[config.mk]
export PLATFORM = sky130hd
export DESIGN_NAME = fp_addsub_pipe
export DESIGN_NICKNAME = d
export VERILOG_FILES = /design/src/rtl/fp_addsub_pipe.sv
export SDC_FILE = /design/constraint.sdc
export NUM_CORES = 1
export LEC_CHECK = 0
export ABC_AREA = 1
export CAP_MARGIN = 20
export CORE_ASPECT_RATIO = 1.2
export CORE_MARGIN = 2
export CORE_UTILIZATION = 35
export CTS_BUF_LIST = sky130_fd_sc_hd__clkbuf_8 sky130_fd_sc_hd__clkbuf_16
export DETAILED_ROUTE_END_ITERATION = 8
export PLACE_DENSITY = 0.62
export SLEW_MARGIN = 20
export SYNTH_ARGS = -nofsm -noshare
export SYNTH_HDL_FRONTEND = slang
export SYNTH_SLANG_ARGS = --single-unit
[constraint.sdc]
create_clock -name clk -period 27.9 [get_ports clk]
set_input_delay 2.79 -clock clk [delete_from_list [all_inputs] [get_ports clk]]
set_output_delay 2.79 -clock clk [all_outputs]
set_load 0.03 [all_outputs]
[src/rtl/fp_addsub_pipe.sv]
// Pipelined IEEE-754 adder/subtractor, generic in exponent/fraction width.
// Round-to-nearest-even, flush-to-zero for subnormals, special-value bypass.
// Pipe: input capture -> align -> add -> normalise/round, all gated by one
// global advance enable so a stalled output freezes every stage in place.
module fp_addsub_pipe #(
    parameter int EXP_W = 8,
    parameter int MAN_W = 23
) (
    input  logic                   clk,
    input  logic                   rst_n,
    input  logic                   in_valid,
    output logic                   in_ready,
    input  logic [EXP_W+MAN_W:0]   a,
    input  logic [EXP_W+MAN_W:0]   b,
    input  logic                   sub,
    output logic                   out_valid,
    input  logic                   out_ready,
    output logic [EXP_W+MAN_W:0]   res,
    output logic [3:0]             flags
);
    localparam int W   = 1 + EXP_W + MAN_W;
    localparam int MW  = MAN_W + 4;   // hidden + fraction + G,R,S
    localparam int SW  = MAN_W + 5;   // MW plus carry
    localparam int EW2 = EXP_W + 2;   // signed exponent working width
    localparam int unsigned SH_MAX = MAN_W + 3;

    localparam logic [EXP_W-1:0]       EXP_ONES = '1;
    localparam logic [W-1:0]           QNAN     = {1'b0, EXP_ONES, 1'b1, {(MAN_W-1){1'b0}}};
    localparam logic signed [EW2-1:0]  E_ONE    = EW2'(1);
    localparam logic signed [EW2-1:0]  E_INF    = $signed({2'b00, EXP_ONES});
    localparam logic signed [EW2-1:0]  E_ZERO   = '0;
    localparam logic [EW2-1:0]         LZ_ONE   = EW2'(1);

    logic en;
    logic out_valid_q;
    logic [W-1:0] res_q;
    logic [3:0]   flags_q;

    assign en        = !out_valid_q || out_ready;
    assign in_ready  = en;
    assign out_valid = out_valid_q;
    assign res       = res_q;
    assign flags     = flags_q;

    // ---------------- input capture ----------------
    logic         v0_q;
    logic [W-1:0] a_q, b_q;
    logic         sub_q;

    // Register accepted operands; a fresh operation enters on every enabled edge.
    always_ff @(posedge clk) begin
        if (!rst_n) begin
            v0_q  <= 1'b0;
            a_q   <= '0;
            b_q   <= '0;
            sub_q <= 1'b0;
        end else if (en) begin
            v0_q <= in_valid;
            if (in_valid) begin
                a_q   <= a;
                b_q   <= b;
                sub_q <= sub;
            end
        end
    end

    // ---------------- stage 1: classify / swap / align ----------------
    logic             sa, sb;
    logic [EXP_W-1:0] ea, eb;
    logic [MAN_W-1:0] fa, fb, fa_f, fb_f;
    logic             a_nan, b_nan, a_inf, b_inf, a_zero, b_zero, a_snan, b_snan, a_ge_b;

    assign sa     = a_q[W-1];
    assign sb     = b_q[W-1] ^ sub_q;
    assign ea     = a_q[W-2:MAN_W];
    assign eb     = b_q[W-2:MAN_W];
    assign fa     = a_q[MAN_W-1:0];
    assign fb     = b_q[MAN_W-1:0];
    assign a_nan  = (ea == EXP_ONES) && (fa != '0);
    assign b_nan  = (eb == EXP_ONES) && (fb != '0);
    assign a_inf  = (ea == EXP_ONES) && (fa == '0);
    assign b_inf  = (eb == EXP_ONES) && (fb == '0);
    assign a_snan = a_nan && !fa[MAN_W-1];
    assign b_snan = b_nan && !fb[MAN_W-1];
    // Exponent zero covers true zeros and flushed subnormals alike.
    assign a_zero = (ea == '0);
    assign b_zero = (eb == '0);
    assign fa_f   = a_zero ? '0 : fa;
    assign fb_f   = b_zero ? '0 : fb;
    assign a_ge_b = {ea, fa_f} >= {eb, fb_f};

    logic             spc1_d, inv1_d, sign1_d, esub1_d, stk1;
    logic [W-1:0]     spc_res1_d;
    logic [EXP_W-1:0] exp1_d, es1, d1;
    logic [MW-1:0]    ml1_d, ms_raw, ms_sh, ms1_d;
    int unsigned      sh1;

    // Special-value tagging plus swap and sticky-preserving alignment shift.
    always_comb begin
        spc1_d     = 1'b0;
        spc_res1_d = '0;
        inv1_d     = 1'b0;
        esub1_d    = sa ^ sb;
        sign1_d    = 1'b0;
        exp1_d     = '0;
        es1        = '0;
        ml1_d      = '0;
        ms_raw     = '0;
        d1         = '0;
        sh1        = 0;
        ms_sh      = '0;
        stk1       = 1'b0;
        ms1_d      = '0;

        if (a_nan || b_nan) begin
            spc1_d     = 1'b1;
            spc_res1_d = QNAN;
            inv1_d     = a_snan || b_snan;
        end else if (a_inf && b_inf) begin
            spc1_d = 1'b1;
            if (sa != sb) begin
                spc_res1_d = QNAN;
                inv1_d     = 1'b1;
            end else begin
                spc_res1_d = {sa, EXP_ONES, {MAN_W{1'b0}}};
            end
        end else if (a_inf) begin
            spc1_d     = 1'b1;
            spc_res1_d = {sa, EXP_ONES, {MAN_W{1'b0}}};
        end else if (b_inf) begin
            spc1_d     = 1'b1;
            spc_res1_d = {sb, EXP_ONES, {MAN_W{1'b0}}};
        end

        if (a_ge_b) begin
            sign1_d = sa;
            exp1_d  = ea;
            ml1_d   = {!a_zero, fa_f, 3'b000};
            es1     = eb;
            ms_raw  = {!b_zero, fb_f, 3'b000};
        end else begin
            sign1_d = sb;
            exp1_d  = eb;
            ml1_d   = {!b_zero, fb_f, 3'b000};
            es1     = ea;
            ms_raw  = {!a_zero, fa_f, 3'b000};
        end

        d1  = exp1_d - es1;
        sh1 = 32'(d1);
        if (sh1 > SH_MAX) sh1 = SH_MAX;
        ms_sh = ms_raw >> sh1;
        for (int unsigned i = 0; i < MW; i++) begin
            if (i < sh1) stk1 = stk1 | ms_raw[i];
        end
        ms1_d = {ms_sh[MW-1:1], ms_sh[0] | stk1};
    end

    logic             v1_q, spc1_q, inv1_q, sign1_q, esub1_q;
    logic [W-1:0]     spc_res1_q;
    logic [EXP_W-1:0] exp1_q;
    logic [MW-1:0]    ml1_q, ms1_q;

    // Align stage register.
    always_ff @(posedge clk) begin
        if (!rst_n) begin
            v1_q       <= 1'b0;
            spc1_q     <= 1'b0;
            inv1_q     <= 1'b0;
            sign1_q    <= 1'b0;
            esub1_q    <= 1'b0;
            spc_res1_q <= '0;
            exp1_q     <= '0;
            ml1_q      <= '0;
            ms1_q      <= '0;
        end else if (en) begin
            v1_q       <= v0_q;
            spc1_q     <= spc1_d;
            inv1_q     <= inv1_d;
            sign1_q    <= sign1_d;
            esub1_q    <= esub1_d;
            spc_res1_q <= spc_res1_d;
            exp1_q     <= exp1_d;
            ml1_q      <= ml1_d;
            ms1_q      <= ms1_d;
        end
    end

    // ---------------- stage 2: magnitude add/subtract ----------------
    logic [SW-1:0] sum2_d;
    assign sum2_d = esub1_q ? ({1'b0, ml1_q} - {1'b0, ms1_q})
                            : ({1'b0, ml1_q} + {1'b0, ms1_q});

    logic             v2_q, spc2_q, inv2_q, sign2_q, esub2_q;
    logic [W-1:0]     spc_res2_q;
    logic [EXP_W-1:0] exp2_q;
    logic [SW-1:0]    sum2_q;

    // Add stage register; the swap guarantees a non-negative magnitude.
    always_ff @(posedge clk) begin
        if (!rst_n) begin
            v2_q       <= 1'b0;
            spc2_q     <= 1'b0;
            inv2_q     <= 1'b0;
            sign2_q    <= 1'b0;
            esub2_q    <= 1'b0;
            spc_res2_q <= '0;
            exp2_q     <= '0;
            sum2_q     <= '0;
        end else if (en) begin
            v2_q       <= v1_q;
            spc2_q     <= spc1_q;
            inv2_q     <= inv1_q;
            sign2_q    <= sign1_q;
            esub2_q    <= esub1_q;
            spc_res2_q <= spc_res1_q;
            exp2_q     <= exp1_q;
            sum2_q     <= sum2_d;
        end
    end

    // ---------------- stage 3: normalise / round / pack ----------------
    logic signed [EW2-1:0] e_n;
    logic [EW2-1:0]        lzc;
    logic                  found, g, r, st, inc;
    logic [MW-1:0]         norm;
    logic [MAN_W:0]        frac_inc;
    logic [W-1:0]          res_d;
    logic [3:0]            flags_d;

    // Normalise, round to nearest even, then resolve overflow/underflow.
    always_comb begin
        res_d    = '0;
        flags_d  = '0;
        e_n      = $signed({2'b00, exp2_q});
        lzc      = '0;
        found    = 1'b0;
        norm     = '0;
        g        = 1'b0;
        r        = 1'b0;
        st       = 1'b0;
        inc      = 1'b0;
        frac_inc = '0;

        if (spc2_q) begin
            res_d   = spc_res2_q;
            flags_d = {inv2_q, 3'b000};
        end else begin
            if (sum2_q[SW-1]) begin
                norm = {sum2_q[SW-1:2], sum2_q[1] | sum2_q[0]};
                e_n  = e_n + E_ONE;
            end else begin
                for (int i = MW - 1; i >= 0; i--) begin
                    if (!found) begin
                        if (sum2_q[i]) found = 1'b1;
                        else           lzc   = lzc + LZ_ONE;
                    end
                end
                norm = sum2_q[MW-1:0] << lzc;
                e_n  = e_n - $signed(lzc);
            end

            g   = norm[2];
            r   = norm[1];
            st  = norm[0];
            inc = g & (r | st | norm[3]);
            // A carry out of the fraction means 1.11..1 rounded up to 10.0.
            frac_inc = {1'b0, norm[MW-2:3]} + {{MAN_W{1'b0}}, inc};
            if (frac_inc[MAN_W]) e_n = e_n + E_ONE;

            // Hidden bit clear after normalising means the sum was exactly zero.
            if (!norm[MW-1]) begin
                res_d = {esub2_q ? 1'b0 : sign2_q, {(W-1){1'b0}}};
            end else if (e_n >= E_INF) begin
                res_d   = {sign2_q, EXP_ONES, {MAN_W{1'b0}}};
                flags_d = 4'b0101;
            end else if (e_n <= E_ZERO) begin
                res_d   = {sign2_q, {(W-1){1'b0}}};
                flags_d = 4'b0011;
            end else begin
                res_d   = {sign2_q, e_n[EXP_W-1:0], frac_inc[MAN_W-1:0]};
                flags_d = {3'b000, g | r | st};
            end
        end
    end

    // Output register; result and flags only change when a valid op lands.
    always_ff @(posedge clk) begin
        if (!rst_n) begin
            out_valid_q <= 1'b0;
            res_q       <= '0;
            flags_q     <= '0;
        end else if (en) begin
            out_valid_q <= v2_q;
            if (v2_q) begin
                res_q   <= res_d;
                flags_q <= flags_d;
            end
        end
    end

endmodule

[Word level (Yosys, flattened, before mapping)]
Index checks and enable logic that the tools add are counted.
Word-level totals
  register bits: 275
Operators by class
  add/sub/neg operators: 33
  shifts and indexed selects: 2
  order comparisons: 31
  reductions and logical operators: 23
  multiplexer cells: 273
  equal/unequal tests: 3
  bitwise logic cells: 35
Operators by type and width (count)
  two-way mux 10 bit: 110
  < comparator 5 x 32 -> 1 bit, first input constant: 11
  adder 10 x 1 -> 10 bit, second input constant: 26
  < comparator 4 x 32 -> 1 bit, first input constant: 8
  two-way mux 32 bit: 7
  two-way mux 1 bit: 140
  < comparator 3 x 32 -> 1 bit, first input constant: 4
  two-way mux 27 bit: 4
  < comparator 1 x 32 -> 1 bit, first input constant: 2
  < comparator 2 x 32 -> 1 bit, first input constant: 2
  two-way mux 31 bit: 2
  logical NOT 23 bit: 2
  two-way mux 23 bit: 2
  nonzero test 23 bit: 2
  bitwise OR 1 bit: 32
  >> shifter 27 x 32 -> 27 bit: 1
  >= comparator 31 bit: 1
  adder 27 x 27 -> 28 bit: 1
  two-way mux 28 bit: 1
  subtractor 27 x 27 -> 28 bit: 1
  left shift 27 x 10 -> 27 bit: 1
  adder 23 x 1 -> 24 bit: 1
  two-way mux 8 bit: 3
  equality test 8 bit, second input constant: 2
  other kinds (18): 34

[Depth between registers and ports, before layout]
  word-level depth: 147
  gate-level depth with buffers: 124
  depth with buffers taken out: 121

[Worst setup path before layout]
No wires, ideal clock.
  path type: register to register
  from: register sum2_q[25]
  to: register res_q[10] (netlist: res[10])
  period minus slack after synthesis: 15235 ps
  stages on the path, launching flop included: 113
  data required time: 27768 ps
  slack: 12665 ps
  library setup time: 132 ps
  data arrival time: 15103 ps
  cells stage by stage: dfxtp_1 inv_1 a21oi_1 ha_1 inv_1 a21oi_1 ha_1 inv_1 nand2_1 nand2_1 inv_1 ha_1 nand2_1 nand2_1 ha_1 nand2_1 nand2_1 ha_1 [... 77 more ...] nor2_1 nor2_1 o21ai_0 a21oi_1 o21ai_0 o21ai_0 o21a_1 nor3b_1 nand4_1 nand2_1 nand2_1 nor2_2 nand2_4 nand2_4 nor2_2 buf_4 nand3_1 a21oi_1
On the way
  word-level cells in the longest chain between the ends: 143
Ends and longest elaborated chain
  from (decl): RTL line 197  | logic [SW-1:0] sum2_q;
  from (signal assigned): RTL line 218  | sum2_q <= sum2_d;
  two-way mux 10 bit: RTL line 255  | if (sum2_q[i]) found = 1'b1;
  two-way mux 10 bit: RTL line 254  | if (!found) begin
  two-way mux 10 bit: RTL line 249  | if (sum2_q[SW-1]) begin
  two-way mux 10 bit: RTL line 245  | if (spc2_q) begin
  adder 10 x 1 -> 10 bit: RTL line 256  | else lzc = lzc + LZ_ONE;
  two-way mux 10 bit: RTL line 255
  two-way mux 10 bit: RTL line 254
  two-way mux 10 bit: RTL line 249
  [... 127 more ...]
  adder 23 x 1 -> 24 bit: RTL line 268  | frac_inc = {1'b0, norm[MW-2:3]} + {{MAN_W{1'b0}}, inc};
  two-way mux 10 bit: RTL line 269  | if (frac_inc[MAN_W]) e_n = e_n + E_ONE;
  two-way mux 10 bit: RTL line 245
  <= comparator 10 x 1 -> 1 bit: RTL line 277  | end else if (e_n <= E_ZERO) begin
  two-way mux 31 bit: RTL line 277
  two-way mux 31 bit: RTL line 274  | end else if (e_n >= E_INF) begin
  two-way mux 32 bit (*): RTL line 272  | if (!norm[MW-1]) begin
  two-way mux 32 bit (*): RTL line 245
  to (signal assigned): RTL line 296  | res_q <= res_d;
  to (decl): RTL line 36  | logic [W-1:0] res_q;
Every way passes the cells marked *; elsewhere a longest branch is shown, timed or not. The select of a mux whose other input is x is not followed.
A chain may end at the register's enable or synchronous reset.

[Worst setup path after layout]
  from: register sum2_q[25]
  to: register res_q[19] (netlist: res[19])
Same word-level chain as after synthesis.

==> summary.txt <==
max incr delay on CP = 0.89 ns
syn_nets = 3312
Syn Area/Cell = 6.01 sq um
CP max-delay cell = inv_1
Post-synth top cells = nand2_1 (760), inv_1 (438), nor2_1 (293)
Post-synth EDFFs = 0
sequential share of the synthesized area = 0.224
Post-CTS Setup Bufs = 0
antenna viol nets, final = 0
Post-Route WL = 57700 microns
worst-path fanout max = 32
Area Overhead vs Synth = 12.8%
Synth cell types = 65
most frequent CP cell = nand2_1
gp weighted congestion = 0.978
fin cells = 3901
vias in the first global route = 18788
nets = 3335
Worst Setup End Kind = flip-flop
Hold Path Depth = 2
CP bufs+invs = 16
hold worst-path end = v0_q
dominant cells by area after synthesis = dfxtp_1 (22%), nand2_1 (15%), inv_1 (8.7%)
Worst R2R Path Depth = 110
CTS Buf Count = 25
setup_tns = 0 ns
RSZ-0062 raised after global routing = no
Synth Flop Type = dfxtp_1
status = complete, no violations
global-route wire length before repair = 94400 microns
post-DP HPWL = 45700 microns
flops & latches, synth = 212
cts repair resizes = 0
placed cell count = 3856
RR Endpoint = res[19]
pin count of the biggest net entering global routing = 93
DR iter-0 viols = 1172
hold buffer count at cts = 0
later-pin clock latency in the skew report = 0.54 ns
Async S/R FF share, synth = 0
initial antenna violation count = 0
Least-Margin Pin Slew = 0.982 ns
Synth Instances = 3148
Die Y-Extent = 259 microns
Reg2Reg Launch Point = sum2_q[25]
gr ovfl total = 0
Hold Path Origin = v0_q
via count = 19942
final hold vios = 0
Root Buffer = clkbuf_16
share of the synthesized area in the top cell type = 0.224
cell area after synthesis = 0.0189 sq mm
Final min period = 17.56 ns
Reg2Reg Setup Slack = 10.34 ns
Clock Skews = 0.0180 ns
clock buffer depth = 3
CTS tree = built
FMAX = 56.9 MHz
CP Class = flip-flop to flip-flop
Die Width = 216 microns
router iterations before antenna repair = 5
core area = 0.0535 sq mm
layout cell share with drive strength beyond 1 = 0.0596
crit-path leading delay family = adder cells
Hold WC Path Type = flip-flop to flip-flop
synth warn = 0
via density per instance = 5.11
Initial Util = 0.354
top-count cell post-synth = nand2_1
pins over their slew limit = 0
Synth area leader = dfxtp_1
Core Rows = 93
Hold WS = 0.460 ns
drt wl/cell = 14.8 microns
GRT Total Usage = 0.203
Die ar. = 0.0560 sq mm
critical path startpoint category = flip-flop
MaxCap Viol Count = 0
Ports = 107
final setup violating endpoints = 0
Worst EP arrival = 18.02 ns
fin crit share = 0.629
clk slew on worst S/H paths = 0.06 ns
final core occ = 0.399
Ant. Diodes = 0
Rel. slew slack = 0.345
Sink Count = 212
Required @ worst endpoint = 28.36 ns
DRC viols = 0
H-tree Lvls = 1
I/O Buffers = 106
cell type report:
class / count / area (sq um)
Fill cell: 5924 / 32200
Multi-Input combinational cell: 2332 / 12400
Sequential cell: 212 / 4240
Inverter: 475 / 1790
Timing Repair Buffer: 125 / 1200
Tap cell: 712 / 891
Clock buffer: 28 / 667
Clock inverter: 17 / 166
through the flow:
stage	cell area [sq um]	setup slack [ns]
3_3_place_gp	20500	10.51
5_1_grt	21300	8.64
4_1_cts	21300	10.04
3_5_place_dp	20500	10.10
2_1_floorplan	18900	12.67
6_report	21300	10.34
worst max path at each step:
stage / startpoint / to / slack [ns] / depth (start not counted)
floorplan: sum2_q[25] / res[10] / 12.67 / 112
global placement: sum2_q[25] / res[10] / 10.51 / 106
detailed placement: sum2_q[25] / res[19] / 10.10 / 106
CTS: sum2_q[25] / res[19] / 10.04 / 106
global route: sum2_q[25] / res[10] / 8.64 / 106
finish: sum2_q[25] / res[19] / 10.34 / 110
tightest hold or removal path, delay by kind of cell, from the launching register on:
family           cells  cell delay, ns
flip-flops           1            0.30
AND/OR/NAND/NOR      1            0.06
AO/OA/AOI/OAI        1            0.05
cells in the final DEF, fill, tap and decap left out, types with 19 or more instances in the layout:
| cell type | instances |
|---|---|
| inv_1 | 442 |
| nand2_1 | 759 |
| inv_2 | 25 |
| o21bai_1 | 21 |
| buf_4 | 20 |
| o221ai_1 | 27 |
| nor2_1 | 291 |
| xor2_1 | 45 |
| o22ai_1 | 22 |
| nand4_1 | 65 |
| o21ai_0 | 287 |
| a21oi_1 | 207 |
| nor3_1 | 28 |
| clkbuf_16 | 25 |
| o211ai_1 | 35 |
| ha_1 | 94 |
| nand3_1 | 205 |
| clkdlybuf4s50_1 | 105 |
| dfxtp_1 | 212 |
| xnor2_1 | 27 |
| nor2_2 | 19 |
sequential cells by signal, indices dropped and copies added, names as in the netlist:
signal      count
ml1_q          24
sub_q           1
inv1_q          1
v1_q            1
out_valid       1
flags           4
ms1_q          27
esub1_q         1
sum2_q         28
b_q            32
spc_res2_q      3
v0_q            1
spc_res1_q      3
exp1_q          8
sign1_q         1
sign2_q         1
inv2_q          1
esub2_q         1
res            32
exp2_q          8
v2_q            1
a_q            32
per-layer routing:
layer,track usage,vias up,share of wire
met5,0,-,0
met4,0.0932,0,0.048
met3,0.0169,135,0.035
met2,0.366,450,0.49
met1,0.245,8959,0.43
li1,-,10398,-
kinds of logic after synthesis:
family          synth area share
compound gates             0.205
mux                      0.00317
flops                      0.224
buf+inv                    0.123
simple gates               0.348
fa+ha+maj                 0.0632
xor+xnor                  0.0333
Power is not shown: default switching activity piles up to over one toggle a cycle in this logic, so the estimate is an artifact.
